$ cat config.mk
export PLATFORM = sky130hd
export DESIGN_NAME = oam_dma_arbiter
export DESIGN_NICKNAME = d
export VERILOG_FILES = /design/src/rtl/oam_dma_arbiter_pkg.sv /design/src/rtl/oam_dma_arbiter.sv
export SDC_FILE = /design/constraint.sdc
export NUM_CORES = 1
export LEC_CHECK = 0
export CAP_MARGIN = 20
export CORE_MARGIN = 5
export CORE_UTILIZATION = 33
export DETAILED_ROUTE_END_ITERATION = 16
export PLACE_DENSITY_LB_ADDON = 0.08
export REMOVE_ABC_BUFFERS = 1
export SLEW_MARGIN = 20
export SYNTH_ARGS = -nofsm -noshare
export SYNTH_HDL_FRONTEND = slang
export SYNTH_SLANG_ARGS = --single-unit
$ cat constraint.sdc
create_clock -name clock -period 1.6 [get_ports clock]
set_clock_uncertainty 0.05 [all_clocks]
set_input_delay 0.32 -clock clock [delete_from_list [all_inputs] [get_ports clock]]
set_output_delay 0.32 -clock clock [all_outputs]
set_load 0.02 [all_outputs]
$ cat src/rtl/oam_dma_arbiter_pkg.sv
// Shared CPU defines: DMA state encoding, register addresses and state helpers.
package oam_dma_arbiter_pkg;

  localparam logic [15:0] DMA_TRIGGER_ADDR = 16'h4014;
  localparam logic [15:0] OAMDATA_ADDR     = 16'h2004;

  typedef enum logic [2:0] {
    ST_IDLE  = 3'd0,
    ST_PEND  = 3'd1,
    ST_ALIGN = 3'd2,
    ST_READ  = 3'd3,
    ST_WRITE = 3'd4
  } dma_state_e;

  // True in the states where the DMA engine owns the bus.
  function automatic logic is_dma_state(input dma_state_e s);
    return (s == ST_ALIGN) || (s == ST_READ) || (s == ST_WRITE);
  endfunction

  // A CPU bus cycle that writes the DMA trigger register.
  function automatic logic is_trigger(input logic [15:0] addr, input logic rw);
    return (rw == 1'b0) && (addr == DMA_TRIGGER_ADDR);
  endfunction

endpackage

$ cat src/rtl/oam_dma_arbiter.sv
// OAM DMA engine: halts the CPU and copies page {page,00..FF} to OAMDATA,
// one byte per get/put cycle pair. The bus mux is inline.
module oam_dma_arbiter
  import oam_dma_arbiter_pkg::*;
(
  input  logic             clock,
  input  logic             nreset,
  input  logic [15:0]      cpu_addr,
  input  logic [7:0]       cpu_data_out,
  input  logic             cpu_rw,
  output logic             cpu_halt,
  output logic [15:0]      bus_addr,
  output logic [7:0]       bus_data_out,
  output logic             bus_rw,
  input  logic [7:0]       bus_data_in,
  output logic             dma_active,
  output dma_state_e       dbg_state
);

  // Handshake: the CPU owns the bus whenever cpu_halt is low; a high cpu_halt
  // means the CPU repeats its current cycle and the bus is driven from here.

  dma_state_e  state;
  logic        parity;    // 0 = get cycle, 1 = put cycle
  logic [7:0]  idx;
  logic [7:0]  page;
  logic [7:0]  dma_buf;

  always_ff @(posedge clock) begin
    if (nreset) begin
      state   <= ST_IDLE;
      parity  <= 1'b0;
      idx     <= 8'h00;
      page    <= 8'h00;
      dma_buf <= 8'h00;
    end else begin
      parity <= ~parity;
      case (state)
        ST_IDLE: begin
          if (is_trigger(cpu_addr, cpu_rw)) begin
            page  <= cpu_data_out;
            state <= ST_PEND;
          end
        end
        ST_PEND: begin
          // The first CPU read is the halt dummy; READ must land on a get cycle.
          if (cpu_rw) begin
            state <= parity ? ST_READ : ST_ALIGN;
          end
        end
        ST_ALIGN: begin
          state <= ST_READ;
        end
        ST_READ: begin
          dma_buf <= bus_data_in;
          state   <= ST_WRITE;
        end
        ST_WRITE: begin
          idx   <= idx + 8'd1;
          state <= (idx != 8'hFF) ? ST_READ : ST_IDLE;
        end
        default: begin
          state <= ST_IDLE;
        end
      endcase
    end
  end

  always_comb begin
    cpu_halt     = 1'b0;
    bus_addr     = cpu_addr;
    bus_data_out = cpu_data_out;
    bus_rw       = cpu_rw;
    case (state)
      ST_PEND: begin
        cpu_halt = cpu_rw;
      end
      ST_ALIGN: begin
        cpu_halt     = 1'b1;
        bus_addr     = cpu_addr;
        bus_data_out = 8'h00;
        bus_rw       = 1'b1;
      end
      ST_READ: begin
        cpu_halt     = 1'b1;
        bus_addr     = {page, idx};
        bus_data_out = 8'h00;
        bus_rw       = 1'b1;
      end
      ST_WRITE: begin
        cpu_halt     = 1'b1;
        bus_addr     = OAMDATA_ADDR;
        bus_data_out = dma_buf;
        bus_rw       = 1'b0;
      end
      default: begin
        cpu_halt = 1'b0;
      end
    endcase
  end

  assign dma_active = is_dma_state(state);
  assign dbg_state  = state;

endmodule
==> metrics.txt <==
synth warn 0; crit path max-delay cell type dfxtp_4; Sink Count 28; largest net degree at the start of global routing 29; number of buffers added on ports 64; RSZ-0062 raised after global routing true; Layout Nets 334; Hold Path Class reg -> reg; crit-path leading delay family buffers and inverters; r2r setup slk -0.11 ns; first-pass GRT wire length 8760 um; max_slew headroom 78.1%; Initial Util 34.2%; die height 77.1 um; TNS Setup -8.07 ns; clk root buf clkbuf_8; post-detail-place hpwl 3790 um; Die Wd 77.1 um; WP buf/inv 3; H-tree levels 1; Area Overhead vs Synth 94.0%; Critical Path RT 1.23 ns; drt initial violations 49; DRC 0; vias per cell 5.23; vias 1826; grt total ovfl 0; Layout fillers 354; Mapped Area 1490 um2; final setup margin -0.326 ns; Clk Latency, worst-skew pair 0.28 ns; Reg-to-Reg Start dbg_state[2]; Inserted Diodes 0; CTS tree done; GPL Wtd Cong 0.745; cell breakdown of the critical path nor3b_4 -> buf_6 -> nor2_4 -> buf_12 -> a22o_1 -> buf_6; syn avg cell area 8.09 um2; Num CTS Buffers 3; register bit total from synthesis 28; vias in the first global route 1849; Total Wirelength 5530 um; full die area 5950 um2; initial antenna violation count 0; Leak 1.29 nW; Max stage delay on crit path 0.38 ns; Longest Clk Path Bufs 2; Worst VDD drop 0.520 mV; pwr dens 547 nW/um2; Top-Level Pins 65; drt first pass iters 4; Crit. Startpoint dbg_state[1]; Reg2Reg Depth 6; FF-to-FF End idx[3]; register area 567 um2; Core ar. 4350 um2; Post-DRT Antenna Nets 0; setup violators final 36; WP depth 6; Routed wire per std cell 15.8 um; Critical Path End Type primary output; Crit Path Max Fanout 11; Worst Max-Slew Pin Slew 0.326 ns; cell mode on critical path buf_6; Post-Synthesis Cells 184; Worst EP arrival 1.56 ns; Fin. Hold Viols 0; max-slew violation count 0; Setup crit end bus_addr[8]; post-synth cell types 35; max-capacitance violation count 0; status finished, violations left; fin crit period 1.93 ns; gr usage total 17.9%; footprint of the multi-input gates 982 um2; dpl ws -0.717 ns; startpoint types flop; sequential-to-total area share from yosys stat 37.7%; share of cells above drive strength 1 42.8%; upper clock frequency limit 519 MHz; Worst-path clk slew 0.11 ns; Crit Path Category reg -> out; failing checks negative setup slack; num rows 24; fin crit share 120%
-- how the worst min path moves through the flow --
stage / slack, ns / end / cells past startpoint / startpoint
after CTS: 0.38 / parity / 1 / parity
after global placement: 0.36 / parity / 1 / parity
after detailed placement: 0.36 / parity / 1 / parity
final: 0.38 / parity / 1 / parity
after floorplan: 0.34 / parity / 1 / nreset
after global routing: 0.42 / parity / 1 / parity
-- cells in the final DEF, fill, tap and decap left out, types with 2 or more instances in the layout --
cell type / instances
nand3_1: 3
a21oi_1: 18
nor3_2: 2
xor2_1: 3
xnor2_1: 3
o21ai_0: 3
a22o_1: 22
nand4_1: 11
buf_12: 3
o21ai_2: 9
dlygate4sd2_1: 7
dfxtp_2: 2
buf_6: 38
nand2_1: 25
buf_4: 44
nor3_4: 3
nor2_1: 11
dfxtp_1: 25
and2_4: 2
a21oi_2: 2
clkdlybuf4s50_1: 29
clkbuf_8: 3
-- state kept, by name, indices dropped and copies added, names as in the netlist --
signal	flops
idx	8
dma_buf	8
parity	1
dbg_state	3
page	8
-- cells in the mapped netlist --
cell       instances  area share [%]
ha_1               1            0.84
nor4bb_1           1            0.67
a2bb2oi_1          1            0.59
a21boi_0           1            0.50
nor2_4             1            0.76
nor3_2             1            0.67
buf_4              2             1.0
clkbuf_2           2            0.67
a211oi_1           1            0.50
nor2_1            11             2.8
nor4b_1            1            0.59
or3_1              1            0.42
nor2b_1            1            0.42
nor3_1             4             1.3
o21ai_0           13             4.4
nor3b_4            1             1.3
a22o_1            22              13
dfxtp_1           28              38
nand4_1           11             4.6
buf_6              1            0.76
and2_1             2            0.84
xnor2_1            3             1.8
inv_1              3            0.76
and3_1             2            0.84
nand2_1           27             6.8
o211ai_1           1            0.50
buf_2              5             1.7
and2b_2            1            0.59
a21oi_1           21             7.1
or3b_1             1            0.59
a21o_2             1            0.59
nor4_1             1            0.42
nand3_1            4             1.3
clkbuf_1           4             1.0
xor2_1             3             1.8
-- layer usage --
metal	global-route usage (%)	part of all wire, %	vias to the layer above
li1	-	-	901
met1	20.7	42	871
met3	3.28	3.9	8
met2	32.9	53	46
met5	0	0	-
met4	5.15	1.4	0
-- cell families (layout without fill, tap and decap cells) --
kind of cell               count (synthesis)  after routing  share of synthesized area (%)
buffers and inverters                     17            130                           5.89
DFF                                       28             28                           37.7
and+or+nand+nor                           71             71                           25.0
xor gates and xnor gates                   6              6                           3.53
AOI/OAI and AO/OA                         61             61                           27.1
adders and majority gates                  1              1                          0.841
-- through the flow --
step	cell area, um2	hold WS [ns]	cells	power (mW)	utilization (%)
3_5_place_dp	2460	0.361	328	1.01	56.4
5_1_grt	2890	0.418	349	1.63	66.3
3_3_place_gp	2460	0.357	328	1.01	56.4
6_report	2890	0.385	349	1.58	66.3
4_1_cts	2810	0.377	348	1.59	64.6
2_1_floorplan	1410	0.337	170	0.799	-
-- where the power goes --
group          leakage (nW)  internal (mW)  switching, mW
combinational          1.02          0.181          0.127
sequential            0.228          0.697       0.000997
clock                0.0357          0.335          0.238
total                  1.29           1.21          0.366
-- final cells by class --
type	instances	share of cell area [%]
well taps	52	2.25
flip-flops and latches	28	19.6
multi-input cells	139	34.0
repair buffers	123	41.1
clock buffers	3	1.43
clock inverters	1	1.04
inverters	3	0.477
-- worst reg2reg max path: stages, from the launching register on --
cell and delay [ns]:
dfxtp_2 0.35, buf_4 0.12, buf_6 0.09, or3b_4 0.41
buf_6 0.16, or3_4 0.36, a21oi_2 0.11
-- timing repair --
item                                    4_1_cts  5_1_grt
endpoints found under the setup margin       42       40
gates cloned                                  2        1
endpoints found under the hold margin         0        0
setup buffers                                14        0
pin swaps                                    15       13
resized for setup                           210       25
hold buffers                                  0        0
Power figures use the tool's default switching activity.
==> RTL edit 1, RTL diff (same settings) <==
Register the inputs `cpu_addr`, `cpu_data_out`, `cpu_rw` and `bus_data_in` before use. The logic sees them one clock later.
--- a/src/rtl/oam_dma_arbiter.sv
+++ b/src/rtl/oam_dma_arbiter.sv
@@ -17,4 +17,16 @@
   output dma_state_e       dbg_state
 );
+
+  logic [15:0] cpu_addr_q;
+  logic [7:0] cpu_data_out_q;
+  logic cpu_rw_q;
+  logic [7:0] bus_data_q;
+
+  always_ff @(posedge clock) begin
+    cpu_addr_q     <= cpu_addr;
+    cpu_data_out_q <= cpu_data_out;
+    cpu_rw_q       <= cpu_rw;
+    bus_data_q     <= bus_data_in;
+  end
 
   // Handshake: the CPU owns the bus whenever cpu_halt is low; a high cpu_halt
@@ -38,6 +50,6 @@
       case (state)
         ST_IDLE: begin
-          if (is_trigger(cpu_addr, cpu_rw)) begin
-            page  <= cpu_data_out;
+          if (is_trigger(cpu_addr_q, cpu_rw_q)) begin
+            page  <= cpu_data_out_q;
             state <= ST_PEND;
           end
@@ -45,5 +57,5 @@
         ST_PEND: begin
           // The first CPU read is the halt dummy; READ must land on a get cycle.
-          if (cpu_rw) begin
+          if (cpu_rw_q) begin
             state <= parity ? ST_READ : ST_ALIGN;
           end
@@ -53,5 +65,5 @@
         end
         ST_READ: begin
-          dma_buf <= bus_data_in;
+          dma_buf <= bus_data_q;
           state   <= ST_WRITE;
         end
@@ -69,14 +81,14 @@
   always_comb begin
     cpu_halt     = 1'b0;
-    bus_addr     = cpu_addr;
-    bus_data_out = cpu_data_out;
-    bus_rw       = cpu_rw;
+    bus_addr     = cpu_addr_q;
+    bus_data_out = cpu_data_out_q;
+    bus_rw       = cpu_rw_q;
     case (state)
       ST_PEND: begin
-        cpu_halt = cpu_rw;
+        cpu_halt = cpu_rw_q;
       end
       ST_ALIGN: begin
         cpu_halt     = 1'b1;
-        bus_addr     = cpu_addr;
+        bus_addr     = cpu_addr_q;
         bus_data_out = 8'h00;
         bus_rw       = 1'b1;
Formal check against the unedited RTL: not equivalent (a bounded check fails within 4 cycles, from zero or initial values and one cycle with nreset high).
==> RTL edit 1 against the unedited design <==
- the run still ends with setup timing left
- cell count up 12%
- sequential power rose by 130%
- area after synthesis is 48% higher
- hold slack got worse by 0.027 ns
- synthesized cell count grew 19%
- critical path depth unchanged
- sequential cell count is 33 higher
- register-to-register slack better by 0.21 ns
- wire length rose by 4.2%
- setup slack gained 0.032 ns
- cell area rose by 19%
- total power increased by 110%
- combinational power is 11% lower
- die area up 41%
- critical endpoint is now bus_addr[11]
- largest power group unchanged
==> RTL edit 1: results <==
[outcome]
status = finished with violations
violations = setup timing

[detailed_routing]
wl_mm = 5.758
dr.pass1.iters = 6
vias_per_cell = 4.803
drt-initial-drc-count = 94

[placed_design]
dp_hpwl_mm = 4.122
place_congestion = 0.8076
dpl_cell_area_sq_mm = 0.003062
port_buffers = 64

[final_layout]
layout-drive-gt1-share = 0.3163
regMostFlops = cpu_addr_q
n_antenna_cell = 0
largest_reg_flops = 16
nets = 346

[worst_setup_path]
slowest_stage = dfxtp_2
cp.arrival_ns = 1.52
startpoint = dbg_state[1]
worstPathMaxFanout = 14
crit_family = simple AND/OR/NAND/NOR gates
reg2reg_from = cpu_addr_q[0]
slowest_delay_ns = 0.35

[clocking]
clock_path_buffers = 2
clk-insertion-delay-late_ns = 0.33
cts_inserted_buffers = 9
root_buffer = clkbuf_8
cts_htree_levels = 3
clkTransAtPathRegs_ns = 0.06

[synthesis]
async_flop_share = 0
yosysUniqueCellTypes = 33
synthTopCellsByArea = dfxtp_1 55%, a22o_1 8.8%, a21oi_1 5.0%
ys_seq_area_frac = 0.5545
synthTopCellsByCount = 61 x dfxtp_1, 27 x nand2_1, 22 x a21oi_1, 22 x a22o_1, 13 x nor2_1
synth_warnings = 0
ys.flop_type = dfxtp_1

[timing]
tns_ns = -6.877
fin_ws_ns = -0.2941
tightestPinTransition_ns = 0.2613
setup_violations = 26

[global_route]
antenna_found_initial = 0
grt_pass1_wl_mm = 9.515
grt_usage = 0.1418
grt_start_max_net_pins = 29

[power_and_ir_drop]
vdd_ir_drop_max_mv = 0.4476
p_leak_nw = 1.474

[hold_path]
min_from = parity
hp-class = reg -> reg
RTL edit 1: layout make-up:
type | count | area [sq um]
multi-input cells | 141 | 955.9
clock inverters | 5 | 77.57
fillers | 607 | 2984
clock buffers | 9 | 123.9
flip-flops and latches | 61 | 1227
well taps | 77 | 96.34
repair buffers | 95 | 949.7
inverters | 2 | 7.507
RTL edit 1: cell families after synthesis:
family / after synthesis / share of synthesized area
and+or+nand+nor: 77 / 0.1864
DFF: 61 / 0.5545
AOI/OAI and AO/OA: 56 / 0.1733
buffers and inverters: 17 / 0.05227
xor gates and xnor gates: 7 / 0.02784
adders and majority gates: 1 / 0.005681
RTL edit 1: power by group:
group,leakage [nW],total (mW),switching (mW),internal (mW)
logic,0.867,0.276,0.105,0.170
clock network,0.101,1.42,0.569,0.853
registers,0.506,1.59,0.0277,1.56
total,1.47,3.29,0.702,2.59
RTL edit 1: metrics by stage:
step	hold WS [ns]	setup WS, ns	cells
final	0.3584	-0.2941	390
after global routing	0.3569	-0.3732	390
after CTS	0.3599	-0.3210	387
after detailed placement	0.3523	-0.5322	370
after global placement	0.3432	-0.4984	370
after floorplan	0.2977	-1.291	204
RTL edit 1: per-layer routing:
layer  wire length (um)  global-route usage
met5                  0                   0
met4                 42             0.03713
met3                376             0.05155
met2               2741              0.2240
met1               2597              0.1842
RTL edit 1: worst paths after layout:
check / endpoint / cells past startpoint / slack (ns)
min reg2reg: parity / 1 / 0.36
max reg2reg: dbg_state[0] / 5 / 0.10
min: parity / 1 / 0.36
max: bus_addr[11] / 6 / -0.29
RTL edit 1: repair_timing:
item                                    4_1_cts  5_1_grt
gates resized for setup                     162       31
pin swaps                                    13       15
setup buffers                                 4        5
endpoints found under the setup margin       36       38
cloned                                        0        0
==> RTL edit 2, RTL diff (config.mk and constraints unchanged) <==
Without the edit above. Reset style: asynchronous (`nreset`), changed in one clocked block.
--- a/src/rtl/oam_dma_arbiter.sv
+++ b/src/rtl/oam_dma_arbiter.sv
@@ -27,5 +27,5 @@
   logic [7:0]  dma_buf;
 
-  always_ff @(posedge clock) begin
+  always_ff @(posedge clock or posedge nreset) begin
     if (nreset) begin
       state   <= ST_IDLE;
Behaviour: differs if nreset is asserted again (counterexample within 4 cycles, from zero or initial values and one cycle with nreset high); with nreset held inactive, the same outputs for 10 cycles.
==> RTL edit 2 against the unedited design <==
- the flow still finishes with violations (setup timing)
- area after synthesis down 1.9%
- sequential share of layout area up 7.1 points
- sequential cell count unchanged
- hold slack worse by 0.027 ns
- cell area down 9.1%
- wire length down 11%
- die area down 1.6%
- setup slack worse by 0.10 ns
Power is not compared: it rests on default switching activity, and its combinational part moved more than twofold at a synthesized area within 25%.
==> RTL edit 2: results <==
[hold_path]
hp-class = in -> async

[worst_setup_path]
startpoint = dbg_state[1]
worstPathMaxFanout = 5
rr_endpoint = page[0]
worstRegToRegCells = 6
crit_family = flip-flops
slowest_delay_ns = 0.46
r2r_setup_slack_ns = -0.37
slowest_stage = dfrtp_2
cp.arrival_ns = 1.66
critPathCapture = bus_addr[10]

[outcome]
violations = setup timing
status = finished with violations

[placed_design]
place_inst = 272
dp_hpwl_mm = 3.578
port_buffers = 64
place_congestion = 0.7655
post-place-ws_ns = -0.7219
dpl_cell_area_sq_mm = 0.002420

[final_layout]
layout-drive-gt1-share = 0.4762
fillCellCount = 361
top_regs = dma_buf x8, idx x8, page x8
stdcell_area_sq_mm = 0.002624
nets = 269

[global_route]
grt_pass1_wl_mm = 7.748
use_met1 = 0.1904
grt_use_met2 = 0.2954
grtUsageMet3 = 0.03191
grt_usage = 0.1625

[timing]
setup_violations = 38
fin_ws_ns = -0.4257
hold_viol_final = 0
hold_slack_ns = 0.3576
tightestPinTransition_ns = 0.3668
tns_ns = -12.79

[detailed_routing]
vias = 1456
wl_met2_mm = 2.631
wl_mm = 4.928
wl_met3_um = 220
drt-initial-drc-count = 43
wl_per_cell_um = 17.41
drt-met1-wl_mm = 1.999

[synthesis]
synthTopCellsByCount = 28 x dfrtp_1, 22 x a22o_1, 18 x mux2_2, 7 x nor2_1, 6 x buf_2
synthTopCellsByArea = dfrtp_1 48%, mux2_2 14%, a22o_1 13%
ys_seq_area_frac = 0.4799
async_flop_share = 1.000
yosysUniqueCellTypes = 27
syn_area_per_cell_sq_um = 11.50

[power_and_ir_drop]
powerSeq_mw = 1.04
p_leak_nw = 1.281
vdd_ir_drop_max_mv = 0.7746

[clocking]
clkTransAtPathRegs_ns = 0.09
cts_htree_levels = 1
root_buffer = clkbuf_8
cts_inserted_buffers = 3
## RTL edit 2: area by class of cell
class | instances | area share
clock buffers | 3 | 0.01574
inverters | 4 | 0.005722
multi-input cells | 89 | 0.3181
flip-flops and latches | 28 | 0.2675
well taps | 52 | 0.02480
repair buffers | 107 | 0.3681
## RTL edit 2: logic make-up (layout without fill, tap and decap cells)
kind of cell / Yosys count / count (layout) / share of synthesized area
flops: 28 / 28 / 0.4799
compound gates: 34 / 35 / 0.1834
fa+ha+maj: 1 / 1 / 0.008568
mux: 18 / 18 / 0.1388
simple gates: 28 / 28 / 0.1140
xor+xnor: 7 / 7 / 0.04199
buf+inv: 11 / 114 / 0.03341
## RTL edit 2: timing repair
item	CTS	global route
endpoints found under the setup margin	42	49
resized for setup	161	30
setup buffers	5	3
cloned	2	0
hold buffers	0	0
pin swaps	10	10
hold endpoints to repair	0	0
## RTL edit 2: worst min-delay path, stage by stage
cell,delay (ns)
clkdlybuf4s50_1,0.40
inv_1,0.05
buf_4,0.33
